[src/rtl/dict_pkg.sv]
// Shared constants and loader state encoding for the dictionary memory writer.
package dict_pkg;

    localparam int unsigned DICT_ADDR_W    = 12;
    localparam int unsigned DICT_DATA_W    = 32;
    localparam int unsigned BYTES_PER_WORD = 4;

    typedef logic [1:0] ld_state_t;

    localparam ld_state_t StIdle    = 2'd0;
    localparam ld_state_t StCollect = 2'd1;
    localparam ld_state_t StWrite   = 2'd2;
    localparam ld_state_t StDone    = 2'd3;

endpackage

[src/rtl/byte_packer.sv]
// Assembles four little-endian bytes into one 32-bit word; word_valid_o marks the 4th byte.
module byte_packer
    import dict_pkg::*;
(
    input  logic        clock,
    input  logic        reset,
    input  logic        clear_i,
    input  logic        byte_valid_i,
    input  logic [7:0]  byte_i,
    output logic [31:0] word_o,
    output logic        word_valid_o
);

    logic [1:0]  idx_q;
    logic [31:0] word_q;

    // word_o already includes the byte being accepted this cycle.
    always_comb begin
        word_o                = word_q;
        word_o[8*idx_q +: 8]  = byte_i;
        word_valid_o          = byte_valid_i && (idx_q == 2'(BYTES_PER_WORD - 1));
    end

    always_ff @(posedge clock) begin
        if (reset || clear_i) begin
            idx_q  <= '0;
            word_q <= '0;
        end else if (byte_valid_i) begin
            if (word_valid_o) begin
                idx_q  <= '0;
                word_q <= '0;
            end else begin
                idx_q  <= idx_q + 2'd1;
                word_q <= word_o;
            end
        end
    end

endmodule

[src/rtl/dict_mem_loader.sv]
// Fills the dictionary RAM from a byte stream, one word per 5 cycles, from a programmable base.
module dict_mem_loader
    import dict_pkg::*;
#(
    parameter int unsigned ADDR_W = DICT_ADDR_W,
    parameter int unsigned DATA_W = DICT_DATA_W
) (
    input  logic              clock,
    input  logic              reset,
    input  logic              start,
    input  logic [ADDR_W-1:0] base_addr,
    input  logic [ADDR_W:0]   word_count,
    input  logic              in_valid,
    input  logic [7:0]        in_data,
    output logic              in_ready,
    output logic              mem_wEn,
    output logic [ADDR_W-1:0] mem_addr,
    output logic [DATA_W-1:0] mem_dataIn,
    output logic              busy,
    output logic              done,
    output logic              err
);

    localparam logic [ADDR_W:0] MaxWords = {1'b1, {ADDR_W{1'b0}}};
    localparam logic [ADDR_W:0] One      = {{ADDR_W{1'b0}}, 1'b1};

    ld_state_t         state_q, state_d;
    logic [ADDR_W-1:0] base_q, base_d;
    logic [ADDR_W:0]   count_q, count_d;
    logic [ADDR_W:0]   widx_q, widx_d;
    logic              err_q, err_d;
    logic [ADDR_W-1:0] addr_q, addr_d;
    logic [DATA_W-1:0] data_q, data_d;

    logic        start_acc;
    logic        byte_acc;
    logic [31:0] packed_word;
    logic        packed_valid;

    assign in_ready   = (state_q == StCollect);
    assign mem_wEn    = (state_q == StWrite);
    assign busy       = (state_q == StCollect) || (state_q == StWrite);
    assign done       = (state_q == StDone);
    assign err        = err_q;
    assign mem_addr   = addr_q;
    assign mem_dataIn = data_q;
    assign byte_acc   = in_valid && in_ready;

    byte_packer u_packer (
        .clock        (clock),
        .reset        (reset),
        .clear_i      (start_acc),
        .byte_valid_i (byte_acc),
        .byte_i       (in_data),
        .word_o       (packed_word),
        .word_valid_o (packed_valid)
    );

    always_comb begin
        state_d   = state_q;
        base_d    = base_q;
        count_d   = count_q;
        widx_d    = widx_q;
        err_d     = err_q;
        addr_d    = addr_q;
        data_d    = data_q;
        start_acc = 1'b0;
        case (state_q)
            StIdle, StDone: begin
                if (start) begin
                    start_acc = 1'b1;
                    base_d    = base_addr;
                    count_d   = word_count;
                    widx_d    = '0;
                    err_d     = 1'b0;
                    if (word_count == '0) begin
                        state_d = StDone;
                    end else if (word_count > MaxWords) begin
                        err_d   = 1'b1;
                        state_d = StDone;
                    end else begin
                        state_d = StCollect;
                    end
                end
            end
            StCollect: begin
                if (packed_valid) begin
                    // Address wraps silently modulo the RAM size.
                    addr_d  = base_q + widx_q[ADDR_W-1:0];
                    data_d  = DATA_W'(packed_word);
                    state_d = StWrite;
                end
            end
            StWrite: begin
                widx_d  = widx_q + One;
                state_d = (widx_q == count_q - One) ? StDone : StCollect;
            end
            default: state_d = StIdle;
        endcase
    end

    always_ff @(posedge clock) begin
        if (reset) begin
            state_q <= StIdle;
            base_q  <= '0;
            count_q <= '0;
            widx_q  <= '0;
            err_q   <= 1'b0;
            addr_q  <= '0;
            data_q  <= '0;
        end else begin
            state_q <= state_d;
            base_q  <= base_d;
            count_q <= count_d;
            widx_q  <= widx_d;
            err_q   <= err_d;
            addr_q  <= addr_d;
            data_q  <= data_d;
        end
    end

endmodule

[config.mk]
export PLATFORM = sky130hd
export DESIGN_NAME = dict_mem_loader
export DESIGN_NICKNAME = d
export VERILOG_FILES = /design/src/rtl/dict_pkg.sv /design/src/rtl/byte_packer.sv /design/src/rtl/dict_mem_loader.sv
export SDC_FILE = /design/constraint.sdc
export NUM_CORES = 1
export LEC_CHECK = 0
export ABC_CLOCK_PERIOD_IN_PS = 6300
export BUFFER_PORTS_ARGS = -buffer_cell sky130_fd_sc_hd__clkbuf_2
export CAP_MARGIN = 20
export CORE_ASPECT_RATIO = 0.9
export CORE_MARGIN = 1
export CORE_UTILIZATION = 25
export CTS_CLUSTER_DIAMETER = 150
export DETAILED_ROUTE_END_ITERATION = 6
export GPL_TIMING_DRIVEN = 0
export SETUP_SLACK_MARGIN = 0.3
export SYNTH_ARGS = -nofsm -noshare
export SYNTH_HDL_FRONTEND = slang
export SYNTH_SLANG_ARGS = --single-unit
[constraint.sdc]
create_clock -name clock -period 6.3 [get_ports clock]
set_input_delay 0 -clock clock [delete_from_list [all_inputs] [get_ports clock]]
set_output_delay 0 -clock clock [all_outputs]
set_load 0.005 [all_outputs]
==> results of run 1 <==
area by class of cell:
type | count | area (sq um) | area share, %
buffer | 33 | 140 | 2.10
clock buffer | 11 | 243 | 3.64
clock inverter | 5 | 50.0 | 0.750
inverter | 22 | 82.6 | 1.24
multi-input combinational | 442 | 2850 | 42.8
sequential | 111 | 2220 | 33.3
tap | 286 | 358 | 5.36
timing repair buffer | 115 | 726 | 10.9
layer usage:
| layer | vias to the layer above | track usage, % | wire length [um] |
|---|---|---|---|
| met4 | 0 | 3.25 | 127 |
| met1 | 2287 | 20.0 | 7650 |
| li1 | 2437 | - | - |
| met5 | - | 0 | 0 |
| met3 | 12 | 2.88 | 652 |
| met2 | 114 | 23.6 | 7050 |
through the flow:
step	hold slack, ns	instances
CTS	0.00959	1025
global placement	0.213	979
detailed placement	0.219	979
finish	0.00888	1025
floorplan	0.109	608
global route	0.0274	1025
flip-flops by register name, summed over array words and instances, names as in the netlist:
register,cells
base_q,12
count_q,13
err,1
mem_addr,12
mem_dataIn,32
state_q,2
u_packer.idx_q,2
u_packer.word_q,24
widx_q,13
worst max-delay path by stage:
stage                               to  slack (ns)  depth (start not counted)
after detailed placement   mem_addr[6]        3.73                          8
final                      mem_addr[6]        3.75                          8
after floorplan           mem_addr[10]        4.21                          9
after global placement     mem_addr[6]        3.75                          8
after CTS                  mem_addr[6]        3.71                          8
after global routing       mem_addr[6]        3.55                          8
power groups by stage:
stage | registers, uW | clock network [uW] | logic, uW
floorplan | 811 | 0 | 410
global placement | 829 | 0 | 558
detailed placement | 829 | 0 | 562
CTS | 813 | 589 | 578
global route | 821 | 617 | 646
finish | 813 | 573 | 579
cells by family (layout without fill, tap and decap cells):
family,after synthesis,in the layout,share of synthesized area [%]
xor+xnor,30,30,4.96
buf+inv,55,186,4.20
simple gates,233,233,21.9
compound gates,154,154,21.1
flops,111,111,41.9
fa+ha+maj,23,23,5.57
mux,2,2,0.401
synthesized netlist by cell type (all sizes together), types with 2 or more instances:
library cell  number  share of area, %
o21bai             3              0.42
and3               3              0.35
o21ai             23               2.2
nor4b              3               1.1
clkinv             2              0.14
a211oi             6              0.94
o31ai              2              0.28
a21oi             20               1.9
dfxtp            111                42
a22oi             33               4.7
nor3              32               3.2
nand3              8              0.76
clkbuf            26               1.8
inv               20               1.4
ha                22               5.2
nand3b             4              0.57
and4               2              0.33
nand4b             2              0.33
nand2b             4              0.47
or3                4              0.47
or4                3              0.42
a22o              38               6.3
a211o              4              0.66
o21a               4              0.57
nor2b              3              0.35
nand2             37               2.6
a21o               2              0.28
nand4              4              0.47
o31a               2              0.33
xnor2             12               2.0
a21boi             2              0.28
a31oi              6              0.71
buf                7              0.80
nor4               8               1.5
nor2             109               7.7
nor3b              4              0.66
xor2              18               3.0
critical path, cell delays in order, from the launching register on:
cell	delay (ns)
dfxtp_1	0.38
inv_1	0.07
ha_1	0.27
nand3_1	0.24
clkbuf_1	0.52
buf_1	0.59
a211oi_1	0.13
a21oi_1	0.16
nor2_1	0.06
timing repair:
action,in CTS,in global routing
hold buffers,30,0
endpoints found under the hold margin,31,0
setup endpoints to repair,0,0
==> results.cfg, run 1 <==
[cells_and_area]
final_util_pct = 32.1
fin_area_sq_um = 6680
final_common_cell = dfxtp_1
drive_gt1_share_pct = 15.4
nets = 794
area_growth_pct = 26.0
num_antenna_cells = 0
final_cell_mix = dfxtp_1, nor2_1, clkbuf_2
fillers = 2211

[synthesis]
yosysSeqAreaShare_pct = 41.9
syn_area_sq_um = 5300
synth.distinct_cells = 64
ys_ff_latch = 111
syn-mean-instance-area_sq_um = 8.72
async_flop_share_pct = 0
synth-edff-count = 0
synthFlopType = dfxtp_1
yosys_warnings = 0
synth_fp_nets = 668
synth_cells = 608

[critical_path]
cp_data_arrival_time_ns = 2.78
startpoint = state_q[1]
setup.worst_path.start_class = flip-flop
reg2reg_depth = 8
r2r_start = state_q[1]
required_ns = 6.53
critPathKind = reg2reg
endpoint_kind = flip-flop
r2r_slack_ns = 3.75
r2r_end = mem_addr[6]
critPathMaxFanout = 10

[detailed_routing]
ant_nets = 0
wl_per_cell_um = 15.1
via_per_inst = 4.73
routed-via-count = 4850
drc_errors = 1
wl_um = 15500
first_pass_iters = 7
drt_iter0_markers = 268

[power]
pwr-share-clk_pct = 29.2
peakVddDrop_v = 0.000132
total_power_uw = 1960
switching_share_pct = 35.5
netSwitchingPower_uw = 697
internal_power_uw = 1270
combPwrFrac_pct = 29.5
p_leak_uw = 0.00266
power_frac_seq_pct = 41.4
p_per_area_nw_per_um2 = 294

[timing]
setup_tns_ns = 0
skew_ns = 0.0112
worst_slew_pin_slew_ns = 0.982
grt_setup_unrepaired = no
setup-violations-final = 0
layout_setup_ws_ns = 3.75
slew_headroom_pct = 34.0
fin_crit_sh_pct = 40.5
fmax_ghz = 0.392
finalCriticalPeriod_ns = 2.55
drv_slew = 0
finalHoldViolCount = 0

[place]
dp_hpwl_um = 11500
numPortBuffers = 85
post-place-ws_ns = 3.73
gp_congestion = 0.829
place_area_sq_um = 6080

[worst_hold_path]
min_path_cells = 3
hold_class = in2reg
hold_start = in_data[2]
holdPathEnd = mem_dataIn[26]

[floorplanning]
io_pins = 86
die_h_um = 140
fp.dieW_um = 155
start_util_pct = 25.5
core_sq_um = 20800
dieArea_sq_um = 21800
rows = 50

[grt]
grt_remaining_overflow = 0
grt_pass1_wl_um = 24900
grt_max_degree = 20
antenna_found_initial = 0
grt_pass1_vias = 4648
grt_use_total_pct = 14.6

[clocking]
h-tree-depth = 3
clock_latency_ns = 0.37
cts_setup_buffers = 0
clk_pin_slew_ns = 0.08
cts-resized-gates = 0
cts_tree = done
cts_buffers = 9
cts_root_buf = clkbuf_16
cts_sinks = 111
clock_path_buffers = 2

[job]
drv_cap = 0

[status]
violations = DRC
status = finished, violations left
No activity file was read; power rests on OpenSTA's default activity.
==> run 2: changes to the inputs <==
--- a/config.mk
+++ b/config.mk
@@ -5,7 +5,7 @@
 export SDC_FILE = /design/constraint.sdc
 export NUM_CORES = 1
 export LEC_CHECK = 0
-export ABC_CLOCK_PERIOD_IN_PS = 6300
+export ABC_CLOCK_PERIOD_IN_PS = 2500
 export BUFFER_PORTS_ARGS = -buffer_cell sky130_fd_sc_hd__clkbuf_2
 export CAP_MARGIN = 20
 export CORE_ASPECT_RATIO = 0.9
==> constraint.sdc (replaced) <==
create_clock -name clock -period 2.5 [get_ports clock]
set_input_delay 0 -clock clock [delete_from_list [all_inputs] [get_ports clock]]
set_output_delay 0 -clock clock [all_outputs]
set_load 0.005 [all_outputs]
==> run 2 against run 1 <==
  * Global-route usage is essentially flat
  * Via count is 0.21% higher
  * Clock power rose to 2.5 times the previous value
  * Design area grew 1.8%
  * Clock skew rose by 0.0016 ns
  * Total power rose to 2.6 times the previous value
  * Worst setup slack worse by 3.4 ns
  * Critical path type unchanged
  * Die area is the same
  * The run still ends with DRC left
==> results.cfg, run 2 (synthesis results as in run 1) <==
[detailed_routing]
drc_errors = 1
routed-via-count = 4860
ant_nets = 0
wl_um = 15600
wl_per_cell_um = 15.1
first_pass_iters = 6
via_per_inst = 4.72
drt_iter0_markers = 299

[status]
status = finished, violations left
violations = DRC

[cells_and_area]
nets = 799
area_growth_pct = 28.3
final_common_cell = nor2_1
largest_register_ffs = 32
fillers = 2202
num_antenna_cells = 0
drive_gt1_share_pct = 19.9
final_util_pct = 32.7
final_cell_mix = nor2_1, dfxtp_1, clkbuf_2

[grt]
grt_pass1_vias = 4649
grt_max_degree = 20
grt_remaining_overflow = 0
grt_use_total_pct = 14.6
grt_pass1_wl_um = 24900
antenna_found_initial = 0

[power]
netSwitchingPower_uw = 1790
p_leak_uw = 0.00273
p_per_area_nw_per_um2 = 738
pwr-share-clk_pct = 29.0
switching_share_pct = 35.6
combPwrFrac_pct = 30.0
power_frac_seq_pct = 41.1
peakVddDrop_v = 0.000341
internal_power_uw = 3230

[floorplanning]
die_h_um = 140
io_pins = 86
rows = 50
dieArea_sq_um = 21800
start_util_pct = 25.5
core_sq_um = 20800
fp.dieW_um = 155

[worst_hold_path]
hold_class = in2reg

[critical_path]
critPathKind = reg2reg
setup.worst_path.start_class = flip-flop
critPathMaxFanout = 6
required_ns = 2.78
cp_data_arrival_time_ns = 2.40
endpoint_kind = flip-flop

[timing]
finalHoldViolCount = 0
skew_ns = 0.0129
fin_crit_sh_pct = 84.9
setup-violations-final = 0
finalCriticalPeriod_ns = 2.12
drv_slew = 0
slew_headroom_pct = 53.8
worst_slew_pin_slew_ns = 0.693
hold_slack_ns = 0.0134
fmax_ghz = 0.471
grt_setup_unrepaired = yes

[place]
dp_hpwl_um = 11500
numPortBuffers = 85
gp_congestion = 0.829

[job]
drv_cap = 0

[clocking]
cts_root_buf = clkbuf_16
h-tree-depth = 3
clk_pin_slew_ns = 0.08
cts_buffers = 9
clock_latency_ns = 0.37
cts_sinks = 111
clock_path_buffers = 2
cts_tree = done
## run 2: worst max-delay path, stage by stage, from the launching register on
cell and delay [ns]:
dfxtp_4 0.41, ha_4 0.15, inv_1 0.05, fa_2 0.34, nor2b_1 0.14, o31a_1 0.19, o31a_1 0.21, o21ai_1 0.11
or3_1 0.31, a31oi_1 0.13
## run 2: area by class of cell
type	instances	area, sq um	share of cell area [%]
clock inverters	5	50.0	0.736
clock buffers	11	243	3.57
plain buffers	33	159	2.34
inverters	22	82.6	1.21
well taps	286	358	5.26
multi-input cells	442	2910	42.8
repair buffers	120	763	11.2
flip-flops and latches	111	2230	32.9
## run 2: worst paths after layout
path,from,endpoint,slack [ns],cells after the start
hold reg to reg,mem_addr[5],mem_addr[5],0.45,2
hold / removal,in_data[2],mem_dataIn[26],0.01,3
setup reg to reg,widx_q[0],mem_addr[10],0.38,9
setup / recovery,widx_q[0],mem_addr[10],0.38,9
## run 2: timing repair
action	CTS	global route
cloned	0	0
endpoints found under the setup margin	73	82
hold buffers	30	0
gates resized for setup	9	31
pin swaps	0	5
endpoints found under the hold margin	31	0
setup buffers	0	5
## run 2: stage by stage
stage / setup TNS (ns) / instances / area, sq um / power (uW) / setup WS [ns]
2_1_floorplan: 0 / 608 / 5300 / 3080 / 0.410
3_3_place_gp: -0.0516 / 979 / 6080 / 3490 / -0.0516
3_5_place_dp: -0.0740 / 979 / 6080 / 3500 / -0.0740
4_1_cts: 0 / 1025 / 6700 / 5000 / 0.206
5_1_grt: 0 / 1030 / 6800 / 5310 / 0.224
6_report: 0 / 1030 / 6800 / 5010 / 0.378
## run 2: metal layers
layer	vias up	GRT usage (%)	wire length [um]
met4	0	3.25	127
met2	77	23.6	7160
li1	2451	-	-
met1	2319	20.0	7770
met5	-	0	0
met3	13	2.88	512
## run 2: power by group through the flow
stage,clock (uW),combinational [uW],sequential (uW)
after detailed placement,0,1420,2090
after CTS,1490,1470,2050
after floorplan,0,1030,2040
final,1450,1500,2060
after global routing,1550,1680,2080
after global placement,0,1410,2090
